==> config.mk <==
export PLATFORM = sky130hd
export DESIGN_NAME = vga_out_reader_flat
export DESIGN_NICKNAME = d
export VERILOG_FILES = /design/src/rtl/vga_timing_pkg.sv /design/src/rtl/vga_out_reader_if.sv /design/src/rtl/vga_timing_gen.sv /design/src/rtl/vga_out_reader.sv /design/src/flat_wrapper.sv
export SDC_FILE = /design/constraint.sdc
export NUM_CORES = 1
export LEC_CHECK = 0
export ABC_AREA = 1
export CAP_MARGIN = 10
export CORE_MARGIN = 2
export CORE_UTILIZATION = 55
export CTS_BUF_LIST = sky130_fd_sc_hd__clkbuf_8 sky130_fd_sc_hd__clkbuf_16
export DETAILED_ROUTE_END_ITERATION = 16
export PLACE_DENSITY = 0.91
export SYNTH_ARGS = -nofsm -noshare
export SYNTH_HDL_FRONTEND = slang
export SYNTH_SLANG_ARGS = --single-unit
==> constraint.sdc <==
create_clock -name Clock -period 4 [get_ports Clock]
set_input_delay 0.8 -clock Clock [delete_from_list [all_inputs] [get_ports Clock]]
set_output_delay 0.8 -clock Clock [all_outputs]
set_load 0.03 [all_outputs]
==> src/rtl/vga_timing_pkg.sv <==
// vga_timing_pkg: VGA timing constants, counter widths
// and reader state shared by the VGA output slice.
package vga_timing_pkg;

  localparam int H_W = 11;
  localparam int V_W = 10;

  localparam int H_SYNC   = 96;
  localparam int H_START  = 216;
  localparam int H_ACTIVE = 640;
  localparam int H_TOTAL  = 1040;
  localparam int V_SYNC   = 2;
  localparam int V_START  = 35;
  localparam int V_ACTIVE = 480;
  localparam int V_TOTAL  = 525;

  typedef enum logic [1:0] {
    IDLE    = 2'd0,
    WAIT_VS = 2'd1,
    RUN     = 2'd2
  } state_t;

endpackage

==> src/rtl/vga_out_reader_if.sv <==
// vga_out_reader_if: read request and returned RGB
// between the VGA reader and the output line buffer.
interface vga_out_reader_if;
  logic       oRead_out_en;
  logic [7:0] R_in;
  logic [7:0] G_in;
  logic [7:0] B_in;

  modport master (
    output oRead_out_en,
    input  R_in, G_in, B_in
  );

  modport slave (
    input  oRead_out_en,
    output R_in, G_in, B_in
  );
endinterface

==> src/rtl/vga_timing_gen.sv <==
// vga_timing_gen: free-running pixel/line counters,
// window decodes and registered active-low syncs.
module vga_timing_gen #(
  parameter int H_SYNC   = vga_timing_pkg::H_SYNC,
  parameter int H_START  = vga_timing_pkg::H_START,
  parameter int H_ACTIVE = vga_timing_pkg::H_ACTIVE,
  parameter int H_TOTAL  = vga_timing_pkg::H_TOTAL,
  parameter int V_SYNC   = vga_timing_pkg::V_SYNC,
  parameter int V_START  = vga_timing_pkg::V_START,
  parameter int V_ACTIVE = vga_timing_pkg::V_ACTIVE,
  parameter int V_TOTAL  = vga_timing_pkg::V_TOTAL
) (
  input  logic Clock,
  input  logic Reset,
  input  logic Clock_en,
  output logic [vga_timing_pkg::H_W-1:0] H_Count,
  output logic [vga_timing_pkg::V_W-1:0] V_Count,
  output logic h_act,
  output logic v_act,
  output logic line_end,
  output logic frame_end,
  output logic rd_win_nxt,
  output logic hsync_n,
  output logic vsync_n
);
  import vga_timing_pkg::*;

  localparam logic [H_W-1:0] HS  = H_W'(H_SYNC);
  localparam logic [H_W-1:0] HA0 = H_W'(H_START);
  localparam logic [H_W-1:0] HA1 = H_W'(H_START + H_ACTIVE);
  localparam logic [H_W-1:0] HT1 = H_W'(H_TOTAL - 1);
  localparam logic [H_W-1:0] RD0 = H_W'(H_START - 1);
  localparam logic [H_W-1:0] RD1 = H_W'(H_START + H_ACTIVE - 2);
  localparam logic [V_W-1:0] VS  = V_W'(V_SYNC);
  localparam logic [V_W-1:0] VA0 = V_W'(V_START);
  localparam logic [V_W-1:0] VA1 = V_W'(V_START + V_ACTIVE);
  localparam logic [V_W-1:0] VT1 = V_W'(V_TOTAL - 1);

  logic [H_W-1:0] h_nxt;
  logic [V_W-1:0] v_nxt;
  logic           v_act_nxt;

  assign line_end  = (H_Count == HT1);
  assign frame_end = line_end && (V_Count == VT1);
  assign h_act     = (H_Count >= HA0) && (H_Count < HA1);
  assign v_act     = (V_Count >= VA0) && (V_Count < VA1);
  assign v_act_nxt = (v_nxt >= VA0) && (v_nxt < VA1);
  assign rd_win_nxt = (h_nxt >= RD0) && (h_nxt <= RD1)
                   && v_act_nxt;

  // counter values for the slot that follows this one
  always_comb begin
    h_nxt = H_Count + H_W'(1);
    v_nxt = V_Count;
    if (line_end) begin
      h_nxt = '0;
      v_nxt = frame_end ? '0 : V_Count + V_W'(1);
    end
  end

  // counters and syncs advance once per pixel slot
  always_ff @(posedge Clock) begin
    if (Reset) begin
      H_Count <= '0;
      V_Count <= '0;
      hsync_n <= 1'b1;
      vsync_n <= 1'b1;
    end else if (Clock_en) begin
      H_Count <= h_nxt;
      V_Count <= v_nxt;
      hsync_n <= !(H_Count < HS);
      vsync_n <= !(V_Count < VS);
    end
  end

endmodule

==> src/rtl/vga_out_reader.sv <==
// vga_out_reader: display-side reader of the filter output
// line buffer; drives registered VGA pixels, sync, blank.
module vga_out_reader #(
  parameter int H_SYNC   = vga_timing_pkg::H_SYNC,
  parameter int H_START  = vga_timing_pkg::H_START,
  parameter int H_ACTIVE = vga_timing_pkg::H_ACTIVE,
  parameter int H_TOTAL  = vga_timing_pkg::H_TOTAL,
  parameter int V_SYNC   = vga_timing_pkg::V_SYNC,
  parameter int V_START  = vga_timing_pkg::V_START,
  parameter int V_ACTIVE = vga_timing_pkg::V_ACTIVE,
  parameter int V_TOTAL  = vga_timing_pkg::V_TOTAL
) (
  input  logic Clock,
  input  logic Reset,
  input  logic Clock_en,
  input  logic Enable,
  output logic [vga_timing_pkg::H_W-1:0] H_Count,
  output logic [vga_timing_pkg::V_W-1:0] V_Count,
  vga_out_reader_if.master rd_bus,
  output logic [7:0] VGA_R,
  output logic [7:0] VGA_G,
  output logic [7:0] VGA_B,
  output logic VGA_HSYNC_N,
  output logic VGA_VSYNC_N,
  output logic VGA_BLANK_N,
  output logic Frame_start,
  output logic Line_count_err
);
  import vga_timing_pkg::*;

  localparam logic [9:0] HA_CNT = 10'(H_ACTIVE);

  state_t     state;
  state_t     state_nxt;
  logic       run;
  logic       armed;
  logic       run_nxt;
  logic       h_act;
  logic       v_act;
  logic       act;
  logic       line_end;
  logic       frame_end;
  logic       rd_win_nxt;
  logic       rd_en;
  logic [9:0] line_cnt;
  logic [9:0] cnt_sum;

  vga_timing_gen #(
    .H_SYNC  (H_SYNC),
    .H_START (H_START),
    .H_ACTIVE(H_ACTIVE),
    .H_TOTAL (H_TOTAL),
    .V_SYNC  (V_SYNC),
    .V_START (V_START),
    .V_ACTIVE(V_ACTIVE),
    .V_TOTAL (V_TOTAL)
  ) u_tg (
    .Clock     (Clock),
    .Reset     (Reset),
    .Clock_en  (Clock_en),
    .H_Count   (H_Count),
    .V_Count   (V_Count),
    .h_act     (h_act),
    .v_act     (v_act),
    .line_end  (line_end),
    .frame_end (frame_end),
    .rd_win_nxt(rd_win_nxt),
    .hsync_n   (VGA_HSYNC_N),
    .vsync_n   (VGA_VSYNC_N)
  );

  assign act     = h_act && v_act;
  assign run_nxt = (state_nxt == RUN);
  assign cnt_sum = line_cnt + {9'b0, rd_en};
  assign rd_bus.oRead_out_en = rd_en;

  // state register
  always_ff @(posedge Clock) begin
    if (Reset) state <= IDLE;
    else       state <= state_nxt;
  end

  // next state: Enable low parks the reader immediately
  always_comb begin
    state_nxt = state;
    if (!Enable) begin
      state_nxt = IDLE;
    end else begin
      unique case (state)
        IDLE:    state_nxt = WAIT_VS;
        WAIT_VS: if (Clock_en && frame_end)
                   state_nxt = RUN;
        RUN:     state_nxt = RUN;
        default: state_nxt = IDLE;
      endcase
    end
  end

  // state decode
  always_comb begin
    run   = 1'b0;
    armed = 1'b0;
    unique case (1'b1)
      state == RUN: begin
        run   = 1'b1;
        armed = 1'b1;
      end
      state == WAIT_VS: armed = 1'b1;
      default: ;
    endcase
  end

  // one-Clock pulse on the frame wrap while armed
  always_ff @(posedge Clock) begin
    if (Reset) Frame_start <= 1'b0;
    else Frame_start <= Clock_en && Enable
                     && armed && frame_end;
  end

  // read request runs one slot ahead of display
  always_ff @(posedge Clock) begin
    if (Reset)         rd_en <= 1'b0;
    else if (!Enable)  rd_en <= 1'b0;
    else if (Clock_en) rd_en <= rd_win_nxt && run_nxt;
  end

  // capture returned pixel; blank outside window or RUN
  always_ff @(posedge Clock) begin
    if (Reset) begin
      VGA_R       <= '0;
      VGA_G       <= '0;
      VGA_B       <= '0;
      VGA_BLANK_N <= 1'b0;
    end else if (Clock_en) begin
      VGA_R       <= (act && run) ? rd_bus.R_in : '0;
      VGA_G       <= (act && run) ? rd_bus.G_in : '0;
      VGA_B       <= (act && run) ? rd_bus.B_in : '0;
      VGA_BLANK_N <= act && run;
    end
  end

  // per-line read count with sticky mismatch flag
  always_ff @(posedge Clock) begin
    if (Reset) begin
      line_cnt       <= '0;
      Line_count_err <= 1'b0;
    end else if (Clock_en) begin
      line_cnt <= line_end ? '0 : cnt_sum;
      if (line_end && v_act && run && Enable
          && cnt_sum != HA_CNT)
        Line_count_err <= 1'b1;
    end
  end

endmodule

==> src/flat_wrapper.sv <==
// flat-port wrapper written by rule: the top's interface ports become plain ports
module vga_out_reader_flat import vga_timing_pkg::*;
#(
  parameter int H_SYNC   = vga_timing_pkg::H_SYNC,
  parameter int H_START  = vga_timing_pkg::H_START,
  parameter int H_ACTIVE = vga_timing_pkg::H_ACTIVE,
  parameter int H_TOTAL  = vga_timing_pkg::H_TOTAL,
  parameter int V_SYNC   = vga_timing_pkg::V_SYNC,
  parameter int V_START  = vga_timing_pkg::V_START,
  parameter int V_ACTIVE = vga_timing_pkg::V_ACTIVE,
  parameter int V_TOTAL  = vga_timing_pkg::V_TOTAL
)
  (Clock, Reset, Clock_en, Enable, H_Count, V_Count, VGA_R, VGA_G, VGA_B, VGA_HSYNC_N, VGA_VSYNC_N, VGA_BLANK_N, Frame_start, Line_count_err, rd_bus_oRead_out_en, rd_bus_R_in, rd_bus_G_in, rd_bus_B_in);
  vga_out_reader_if rd_bus_i ();
  input  logic Clock;
  input  logic Reset;
  input  logic Clock_en;
  input  logic Enable;
  output logic [vga_timing_pkg::H_W-1:0] H_Count;
  output logic [vga_timing_pkg::V_W-1:0] V_Count;
  output logic [7:0] VGA_R;
  output logic [7:0] VGA_G;
  output logic [7:0] VGA_B;
  output logic VGA_HSYNC_N;
  output logic VGA_VSYNC_N;
  output logic VGA_BLANK_N;
  output logic Frame_start;
  output logic Line_count_err;
  output wire logic [$bits(rd_bus_i.oRead_out_en)-1:0] rd_bus_oRead_out_en;
  input wire logic [$bits(rd_bus_i.R_in)-1:0] rd_bus_R_in;
  input wire logic [$bits(rd_bus_i.G_in)-1:0] rd_bus_G_in;
  input wire logic [$bits(rd_bus_i.B_in)-1:0] rd_bus_B_in;
  assign rd_bus_oRead_out_en = rd_bus_i.oRead_out_en;
  assign rd_bus_i.R_in = rd_bus_R_in;
  assign rd_bus_i.G_in = rd_bus_G_in;
  assign rd_bus_i.B_in = rd_bus_B_in;
  vga_out_reader #(.H_SYNC(H_SYNC), .H_START(H_START), .H_ACTIVE(H_ACTIVE), .H_TOTAL(H_TOTAL), .V_SYNC(V_SYNC), .V_START(V_START), .V_ACTIVE(V_ACTIVE), .V_TOTAL(V_TOTAL)) u_core (.Clock(Clock), .Reset(Reset), .Clock_en(Clock_en), .Enable(Enable), .H_Count(H_Count), .V_Count(V_Count), .rd_bus(rd_bus_i), .VGA_R(VGA_R), .VGA_G(VGA_G), .VGA_B(VGA_B), .VGA_HSYNC_N(VGA_HSYNC_N), .VGA_VSYNC_N(VGA_VSYNC_N), .VGA_BLANK_N(VGA_BLANK_N), .Frame_start(Frame_start), .Line_count_err(Line_count_err));
endmodule
==> impl_results.md <==
- Layout Cells excl Fill: 686
- Final cycle utilization of the critical path: 73.99%
- Total track usage: 25.85%
- Seq pwr share: 45.0%
- Combinational fraction of design power: between 10 and 15%
- Setup Fix Bufs, Post-CTS: 0
- CTS clk-pin slew, worst paths: 70 ps
- Die width: 83.94 µm
- Switch Pwr: 396.7 µW
- Clk network pwr share: 40.2%
- H-Tree Depth: 3
- Synth warnings: 0
- Core area: 6277 µm²
- Post-synth ARST share: 0%
- Seq cells post-synth: 63
- Die span in y: 83.94 µm
- Cells after DPL: around 670
- Number of I/O pins: between 70 and 80
- Cell Area, Synth: 3515 µm²
- Syn-to-layout area delta: 28.80%
- Total Power: 1488 µW
- CP startpoint kind: input pin
- Int Pwr: 1092 µW
- Design Area, Final: ~4500 µm²
- Worst Skew: about 5.6 ps
- Arr. time, crit path: roughly 3200 ps
- GRT Residual Overflow: 0
- Router iterations before antenna repair: 5
- Die ar.: 7046 µm²
- Post_cts resized: 0
- Fillers: 516
- Worst Setup Path Type: input pin to flip-flop
- Fmax: between 0.3 and 0.4 GHz
- Max Fanout on Critical Path: 34
- Distinct cells, synth: 40
- Vias: about 3700
- DP Area: about 4300 µm²
- CTS sink cnt: 63
- Vias in the first global route: between 3000 and 4000
- First-pass GRT wire length: 15.06 mm
- Unrepaired setup endpoints after global routing: false
- Share of layout cells above drive strength 1: 5.255%
- Hpwl dp: ~6.3 mm
- Post-Route WL: 8.963 mm
- Rows: 29
- Fin. Hold Viols: 0
- VDD IR max: 0.2275 mV
- Footprint of the multi-input gates: 1897 µm²
- Max-cap check violation count: 0
- Pin count of the biggest net entering global routing: 45
- CTS Buffer Depth: 2
- Routed wire length per instance: ~13 µm
- Least-Margin Pin Slew: 669.1 ps
- CTS tree: yes
- Vias/cell: 5.424
- Post-synth EDFFs: 0
- Final slew viol count: 0
- Minimum clock period after layout: 2960 ps
- Final setup fails: 0
- IO buf count: 78
- Starting Density: a little under three fifths
- Hold-fix buffers at CTS: 0
- Synth Instances: between 500 and 600
- Headroom to the max-slew limit: 55.34%
- DRC violations left: 0
- Worst hold path type: flip-flop to flip-flop
- Ys flop type: dfxtp_1
- Register Area: 1261 µm²
- Inserted Diodes: 0
- Seq/Total Area, Yosys: 35.88%
- Gp weighted congestion: roughly 0.93
- Status: finished, final reports clean
- Data required, critical path: 4270 ps
- Initial antenna violation count: 0
- Setup TNS: 0 ps
- Worst skew pair latency: 340 ps
- CTS Root Cell: clkbuf_8
- Leakage: 0.001931 µW
- Syn nets: 573
- Initial DRC count: 276
- Layout Nets: 645
- Endpoint class of the critical path: flip-flop
- CTS Buf Count: 9
- Power Density: 328.8 nW/µm²
- Routed Antenna Nets: 0
- Syn_area_per_cell: between 6 and 7 µm²
- Sw frac: 26.65%
-- worst paths after layout --
kind                                              from                    endpoint  cells after the start  slack (ps)
worst max-delay path                          Clock_en       u_core.Line_count_err                      7        1040
worst min-delay path                   u_core.VGA_B[1]             u_core.VGA_B[1]                      2         470
worst max register to register  u_core.u_tg.H_Count[1]  u_core.rd_bus.oRead_out_en                     14        1770
worst min register to register         u_core.VGA_B[1]             u_core.VGA_B[1]                      2         470
-- metal layers --
layer / wire length, µm / part of all wire, % / global-route usage [%] / vias to the layer above
met3: 724 / 8.1 / 8.506 / 26
li1: - / - / - / 1854
met4: 245 / 2.7 / 12.46 / 0
met5: 0 / 0 / 0 / -
met1: 3770 / 42 / 30.79 / 1681
met2: 4223 / 47 / 41.89 / 160
-- critical path, stage by stage --
cell,delay [ps]
clkdlybuf4s50_1,460
buf_4,290
inv_1,380
buf_4,370
a2111oi_0,590
nand4_1,170
a21oi_1,150
-- layout by cell type, fill, tap and decap left out, types with 3 or more instances in the layout --
cell type / Yosys / layout
nand2_1: 154 / 154
clkdlybuf4s50_1: 0 / 78
inv_1: 62 / 64
dfxtp_1: 63 / 63
a21oi_1: 50 / 50
nor2_1: 48 / 48
nand3_1: 32 / 32
o21ai_0: 22 / 22
ha_1: 12 / 12
nand4_1: 11 / 11
xor2_1: 10 / 10
clkbuf_8: 0 / 10
nor3_1: 6 / 6
nor2_2: 4 / 4
o211ai_1: 4 / 4
o21ai_1: 3 / 3
o22ai_1: 3 / 3
a22oi_1: 3 / 3
buf_4: 0 / 3
-- power by group through the flow --
stage	combinational, µW	sequential, µW	clock, µW
global placement	212	683	0
global route	242	673	639
floorplan	109	706	0
CTS	218	669	606
finish	220	670	599
detailed placement	217	683	0
-- logic make-up after synthesis --
logic type               share of synthesized area [%]
AND/OR/NAND/NOR                                  32.43
AO/OA/AOI/OAI                                    14.53
buffers and inverters                            10.15
flip-flops                                       35.88
adder cells (fa/ha/maj)                          4.272
XOR/XNOR                                         2.741
-- Yosys cell counts (4+ instances only) --
master / instances / share of area (%)
a21oi_1: 50 / 7.1
clkbuf_1: 15 / 1.6
dfxtp_1: 63 / 36
ha_1: 12 / 4.3
inv_1: 62 / 6.6
nand2_1: 154 / 16
nand3_1: 32 / 4.6
nand4_1: 11 / 2.0
nor2_1: 48 / 5.1
nor2_2: 4 / 0.71
nor3_1: 6 / 0.85
o211ai_1: 4 / 0.85
o21ai_0: 22 / 3.1
xor2_1: 10 / 2.5
-- per-stage QoR --
step	hold WS, ps	utilization [%]	setup slack [ps]
detailed placement	457.4	68.73	892.8
floorplan	449.1	-	1941
finish	466.2	72.11	1040
global placement	452.2	68.73	948.7
CTS	467.8	72.11	1092
global route	485.4	72.11	806.4
-- cell type report --
cell class,count,share of cell area [%]
multi-input cells,383,41.90
inverters,67,5.666
clock inverters,5,1.658
clock buffers,10,3.040
flip-flops and latches,63,27.86
well taps,77,2.128
repair buffers,81,17.74
-- sequential cells by signal (all words and copies together) (netlist names) --
register and cells:
u_core.Line_count_err 1, u_core.VGA_B 8, u_core.VGA_G 8, u_core.u_tg.V_Count 10
u_core.u_tg.vsync_n 1, u_core.rd_bus.oRead_out_en 1, u_core.state 2, u_core.Frame_start 1
u_core.line_cnt 10, u_core.u_tg.hsync_n 1, u_core.VGA_R 8, u_core.VGA_BLANK_N 1
u_core.u_tg.H_Count 11
(Power assumes the default switching activity.)
==> variant 1, RTL diff (same settings) <==
The output `Frame_start` loses its register stage (`Frame_start` becomes a continuous assignment).
--- a/src/rtl/vga_out_reader.sv
+++ b/src/rtl/vga_out_reader.sv
@@ -111,11 +111,7 @@
   end
 
   // one-Clock pulse on the frame wrap while armed
-  always_ff @(posedge Clock) begin
-    if (Reset) Frame_start <= 1'b0;
-    else Frame_start <= Clock_en && Enable
-                     && armed && frame_end;
-  end
+  assign Frame_start = Clock_en && Enable && armed && frame_end;
 
   // read request runs one slot ahead of display
   always_ff @(posedge Clock) begin
Function: no difference found for any inputs over 10 cycles, from zero or initial values and one cycle with Reset high; that may be too few to reach the edited logic, so the function may still have changed.
==> variant 1 against the unedited design <==
Routed wire length up 0.27%. Sequential power down 0.9%. Sequential cell count down 1. Core utilization down 0.61 points. Power down 7.0%. Hold slack worse by 0.0068 ns. Final area up 0.30%. Non-clock buffer count unchanged. Synthesized area up 2.4%. Sequential share of layout area down 0.53 points. Clock skew up 0.0059 ns. Worst setup slack worse by 0.51 ns. Critical endpoint is now Frame_start.
==> variant 1: results (changes against the unedited design) <==
Outcome
  • Status: completed

Clock tree
  • Clk buf depth: 2 (unchanged)
  • Sink Count: 62 (-1.6%)
  • Clk_lat worst skew: 0.34 ns (about the same)
  • Worst-path clk slew: 0.07 ns (about the same)
  • CTS Buf Count: 9 (unchanged)
  • Total number of H-tree levels: 3 (unchanged)
  • Setup bufs post-CTS: 0 (unchanged)

Detailed routing
  • Vias per cell: 5.37 (-0.91%)
  • Met3 WL: 881 µm (+22%)
  • Wl on met1: 3720 µm (-1.3%)
  • Routed via count: 3,730 (+0.24%)
  • DRT Wirelength: 8990 µm (+0.27%)
  • Drt first-iter violations: 437 (+58%)
  • Metal2 WL: 4280 µm (+1.3%)

Global route
  • Total Routing Usage GR: 25.8% (about the same)
  • First-pass GRT wire length: 15,300 µm (+1.7%)
  • Number of global-route vias before repair: 3,513 (-0.23%)
  • Largest net degree at the start of global routing: 40 (-11%)
  • Met2 usage: 45.0% (+3.1 points)
  • Met3 Use GR: 7.78% (-0.72 points)
  • Met1 usage in global routing: 30.0% (-0.84 points)

Placed design
  • Inst Count DP: 678 (+1.0%)
  • Place WS: 0.904 ns (+0.0107 ns)
  • Placed cell area: 4370 µm² (+1.2%)
  • RD Place Congestion: 0.944 (+1.3%)
  • Half-perimeter wire length after placement: 6470 µm (+2.2%)

Finish
  • Clock-cell share of area: 3.86% (-0.84 points)
  • Inverters: 70 (+4.5%)
  • Filler instances: 498 (-3.5%)
  • Multi-input gates: 388 (+1.3%)
  • Register area: 1240 µm² (-1.6%)
  • Layout non-clock buf frac: 17.6% (-0.16 points)
  • Final core utilization: 71.5% (-0.61 points)
  • Nets: 652 (+1.1%)
  • Share of layout cells above drive strength 1: 7.29% (+2.0 points)
  • Fraction of area in multi-input gates: 43.3% (+1.4 points)
  • Inserted Diodes: 0 (unchanged)
  • Largest regs: u_core.u_tg.H_Count (11), u_core.line_cnt (10), u_core.u_tg.V_Count (10)

STA
  • Worst Tran Pin Value: 0.494 ns (-0.175 ns)
  • Worst Skew: 0.0115 ns (+0.00588 ns)

Setup path
  • Delay-heaviest family, CP: simple AND/OR/NAND/NOR gates
  • Critical path's largest stage delay: 0.68 ns (+0.09 ns)
  • Worst-path maximum fanout: 9 (-74%)
  • CP max stage cell: clkdlybuf4s50_1
  • Crit path DAT: 2.67 ns (-0.56 ns)

Logic synthesis
  • Syn. warnings: 0 (unchanged)
  • Top post-synthesis cells by area: dfxtp_1 34%, nand2_1 15%, a21oi_1 7.4%
  • Net count after synthesis: 582 (+1.6%)
  • Cells after Synth: 542 (+1.7%)
  • Most frequent cells after synthesis: 140 x nand2_1, 64 x inv_1, 62 x dfxtp_1, 53 x a21oi_1, 53 x nor2_1
  • Sequential area share after synthesis: 34.5% (-1.4 points)
  • Synth cell types: 36 (-10%)

Power
  • Leakage: 0.00195 µW (+1.1%)
  • Worst vdd ir: 221 µV (-2.7%)
  • Switching power: 437 µW (+10%)

Floorplanning
  • DIE AREA: 7210 µm² (+2.3%)
## variant 1: power groups by stage
stage	clock [µW]	combinational (µW)	sequential, µW
after floorplan	0	121	696
after global placement	0	219	676
after detailed placement	0	223	677
after CTS	500	224	663
after global routing	529	250	667
final	494	226	664
## variant 1: tightest hold or removal path, stage by stage, from the launching register on
cell	delay, ns
dfxtp_1	0.31
inv_1	0.05
a21oi_1	0.05
## variant 1: logic make-up after synthesis
group,Yosys count,share of synthesized area [%]
and+or+nand+nor,267,32.9
AOI/OAI and AO/OA,96,14.4
buffers and inverters,92,10.9
DFF,62,34.5
xor gates and xnor gates,13,3.16
adders and majority gates,12,4.17
## variant 1: path summary, 6_finish.rpt
check	startpoint	to	slack, ns	cells past startpoint
min reg2reg	u_core.Line_count_err	u_core.Line_count_err	0.46	2
min	u_core.Line_count_err	u_core.Line_count_err	0.46	2
max reg2reg	u_core.u_tg.H_Count[0]	u_core.rd_bus.oRead_out_en	1.65	13
max	u_core.u_tg.H_Count[0]	Frame_start	0.53	8
==> variant 2, RTL diff (same flow settings) <==
Without the edit above. `H_W`: 11 -> 13.
--- a/src/rtl/vga_timing_pkg.sv
+++ b/src/rtl/vga_timing_pkg.sv
@@ -2,7 +2,7 @@
 // and reader state shared by the VGA output slice.
 package vga_timing_pkg;
 
-  localparam int H_W = 11;
+  localparam int H_W = 13;
   localparam int V_W = 10;
 
   localparam int H_SYNC   = 96;
Interface: changed (resized H_Count); port bits go from 79 to 81. No check against the original RTL was run, so the function may have changed too.
==> variant 2 against the unedited design <==
Via count rose by 5.8%. Routed wire length rose by 8.8%. Largest cell class unchanged. Critical endpoint is now H_Count[10]. Final area increased by 6.7%. Synthesized area increased by 8.0%. Sequential cell count up 2. Power grew 4.8%. Clock power increased by 4.0%. First-iteration DRC count increased by 13%. Worst setup slack improved by 0.48 ns.
==> variant 2: results (changes against the unedited design) <==
Outcome
  • Status: completed

Finish
  • Nets: 671 (+4.0%)
  • Max FFs per register: 13 (+2)
  • Non-Filler Instances: 716 (+4.4%)
  • Inserted Diodes: 0 (unchanged)
  • Largest regs: u_core.u_tg.H_Count (13), u_core.line_cnt (10), u_core.u_tg.V_Count (10)
  • Share of layout cells above drive strength 1: 12.3% (+7.0 points)

Logic synthesis
  • Syn. warnings: 0 (unchanged)
  • Synth cell types: 38 (-5.0%)
  • Most frequent cells after synthesis: 141 x nand2_1, 65 x dfxtp_1, 59 x inv_1, 58 x nor2_1, 37 x a21oi_1
  • Asr flop ratio synth: 0% (unchanged)
  • Net count after synthesis: 597 (+4.2%)
  • Primary FF master, synth: dfxtp_1
  • Cells after Synth: 557 (+4.5%)
  • Sequential area share after synthesis: 34.3% (-1.6 points)
  • Top post-synthesis cells by area: dfxtp_1 34%, nand2_1 14%, inv_1 5.8%

Setup path
  • Reg-to-reg endpoint: u_core.rd_bus.oRead_out_en
  • Delay-heaviest family, CP: buffers and inverters
  • Worst-case reg-to-reg path depth: 16 (+2)
  • Worst-path maximum fanout: 10 (-71%)
  • CP max stage cell: clkdlybuf4s50_1
  • R2R setup slack: 1.70 ns (-0.07 ns)
  • Critical path's largest stage delay: 0.75 ns (+0.16 ns)
  • Crit path DAT: 1.68 ns (-1.55 ns)
  • RR Startpoint: u_core.u_tg.H_Count[0]

Placed design
  • Inst Count DP: 700 (+4.3%)
  • Placed cell area: 4610 µm² (+6.9%)
  • IO buf count: 80 (+2.6%)
  • RD Place Congestion: 0.977 (+4.8%)
  • Half-perimeter wire length after placement: 6930 µm (+9.5%)
  • Place WS: 1.36 ns (+0.465 ns)

Hold path
  • Critical hold path startpoint: u_core.Line_count_err
  • Worst Hold End: u_core.Line_count_err
  • Worst hold path stage count: 2 (unchanged)
  • Min-Delay Path Class: register to register

Clock tree
  • Total number of H-tree levels: 3 (unchanged)
  • Setup bufs post-CTS: 0 (unchanged)
  • Root Buffer: clkbuf_8
  • CTS Buf Count: 9 (unchanged)
  • Clk_lat worst skew: 0.34 ns (about the same)
  • CTS Hold Bufs: 0 (unchanged)
  • Post-CTS sizing: 0 (unchanged)

STA
  • Worst Skew: 0.0131 ns (+0.00750 ns)
  • Slew headroom: 52.1% (-3.2 points)
  • Min Hold Slack: 0.459 ns (-0.00679 ns)

Detailed routing
  • WL/cell: 13.6 µm (+4.2%)
  • Drt first-iter violations: 312 (+13%)
  • Routed via count: 3,936 (+5.8%)
  • TritonRoute pass-1 iters: 5 (unchanged)

Power
  • Leakage: 0.00197 µW (+2.0%)
  • Worst vdd ir: 251 µV (+10%)

Global route
  • Total Routing Usage GR: 26.3% (+0.42 points)
  • Number of global-route vias before repair: 3,646 (+3.6%)
  • Initial antenna violation count: 0 (unchanged)
  • First-pass GRT wire length: 16,100 µm (+7.1%)
## variant 2: cell count changes after synthesis, moves of 3 or more
cell / before / now
nand2_2: 2 / 22
a21oi_2: 1 / 20
a21oi_1: 50 / 37
nand2_1: 154 / 141
nor2_1: 48 / 58
inv_1: 62 / 59
nand3b_1: 1 / 4
nor2_2: 4 / 7
## variant 2: logic make-up after synthesis
family	share of synthesized area (%)
AOI/OAI and AO/OA	15.9
and+or+nand+nor	34.4
adders and majority gates	3.96
DFF	34.3
buffers and inverters	8.97
xor gates and xnor gates	2.54
## variant 2: area by class of cell
type	instances	area (µm²)
Tap cell	80	100
Multi-Input combinational cell	409	2150
Clock buffer	9	124
Clock inverter	7	95.1
Timing Repair Buffer	84	826
Inverter	62	233
Sequential cell	65	1300
Fill cell	511	1890
## variant 2: where the power goes
part           switching [µW]  total [µW]  internal [µW]
Clock                     272         623            351
Sequential               34.0         698            664
Combinational             146         240           94.0
Total                     452        1560           1110
## variant 2: layer usage
metal  vias to the layer above  part of all wire (%)  global-route usage (%)
met4                         0                   2.7                    12.5
met1                      1797                    42                    31.8
met5                         -                     0                       0
met2                       172                    48                    43.7
met3                        30                   7.4                    6.35
li1                       1937                     -                       -
## variant 2: how the worst max path moves through the flow
stage	from	endpoint	slack (ns)	cells past startpoint
after floorplan	u_core.u_tg.H_Count[0]	u_core.rd_bus.oRead_out_en	1.96	15
after global placement	Clock_en	u_core.rd_bus.oRead_out_en	1.43	10
after detailed placement	Clock_en	u_core.rd_bus.oRead_out_en	1.36	10
after CTS	u_core.u_tg.H_Count[10]	H_Count[10]	1.53	1
after global routing	u_core.u_tg.H_Count[0]	u_core.rd_bus.oRead_out_en	1.43	15
final	u_core.u_tg.H_Count[10]	H_Count[10]	1.52	1
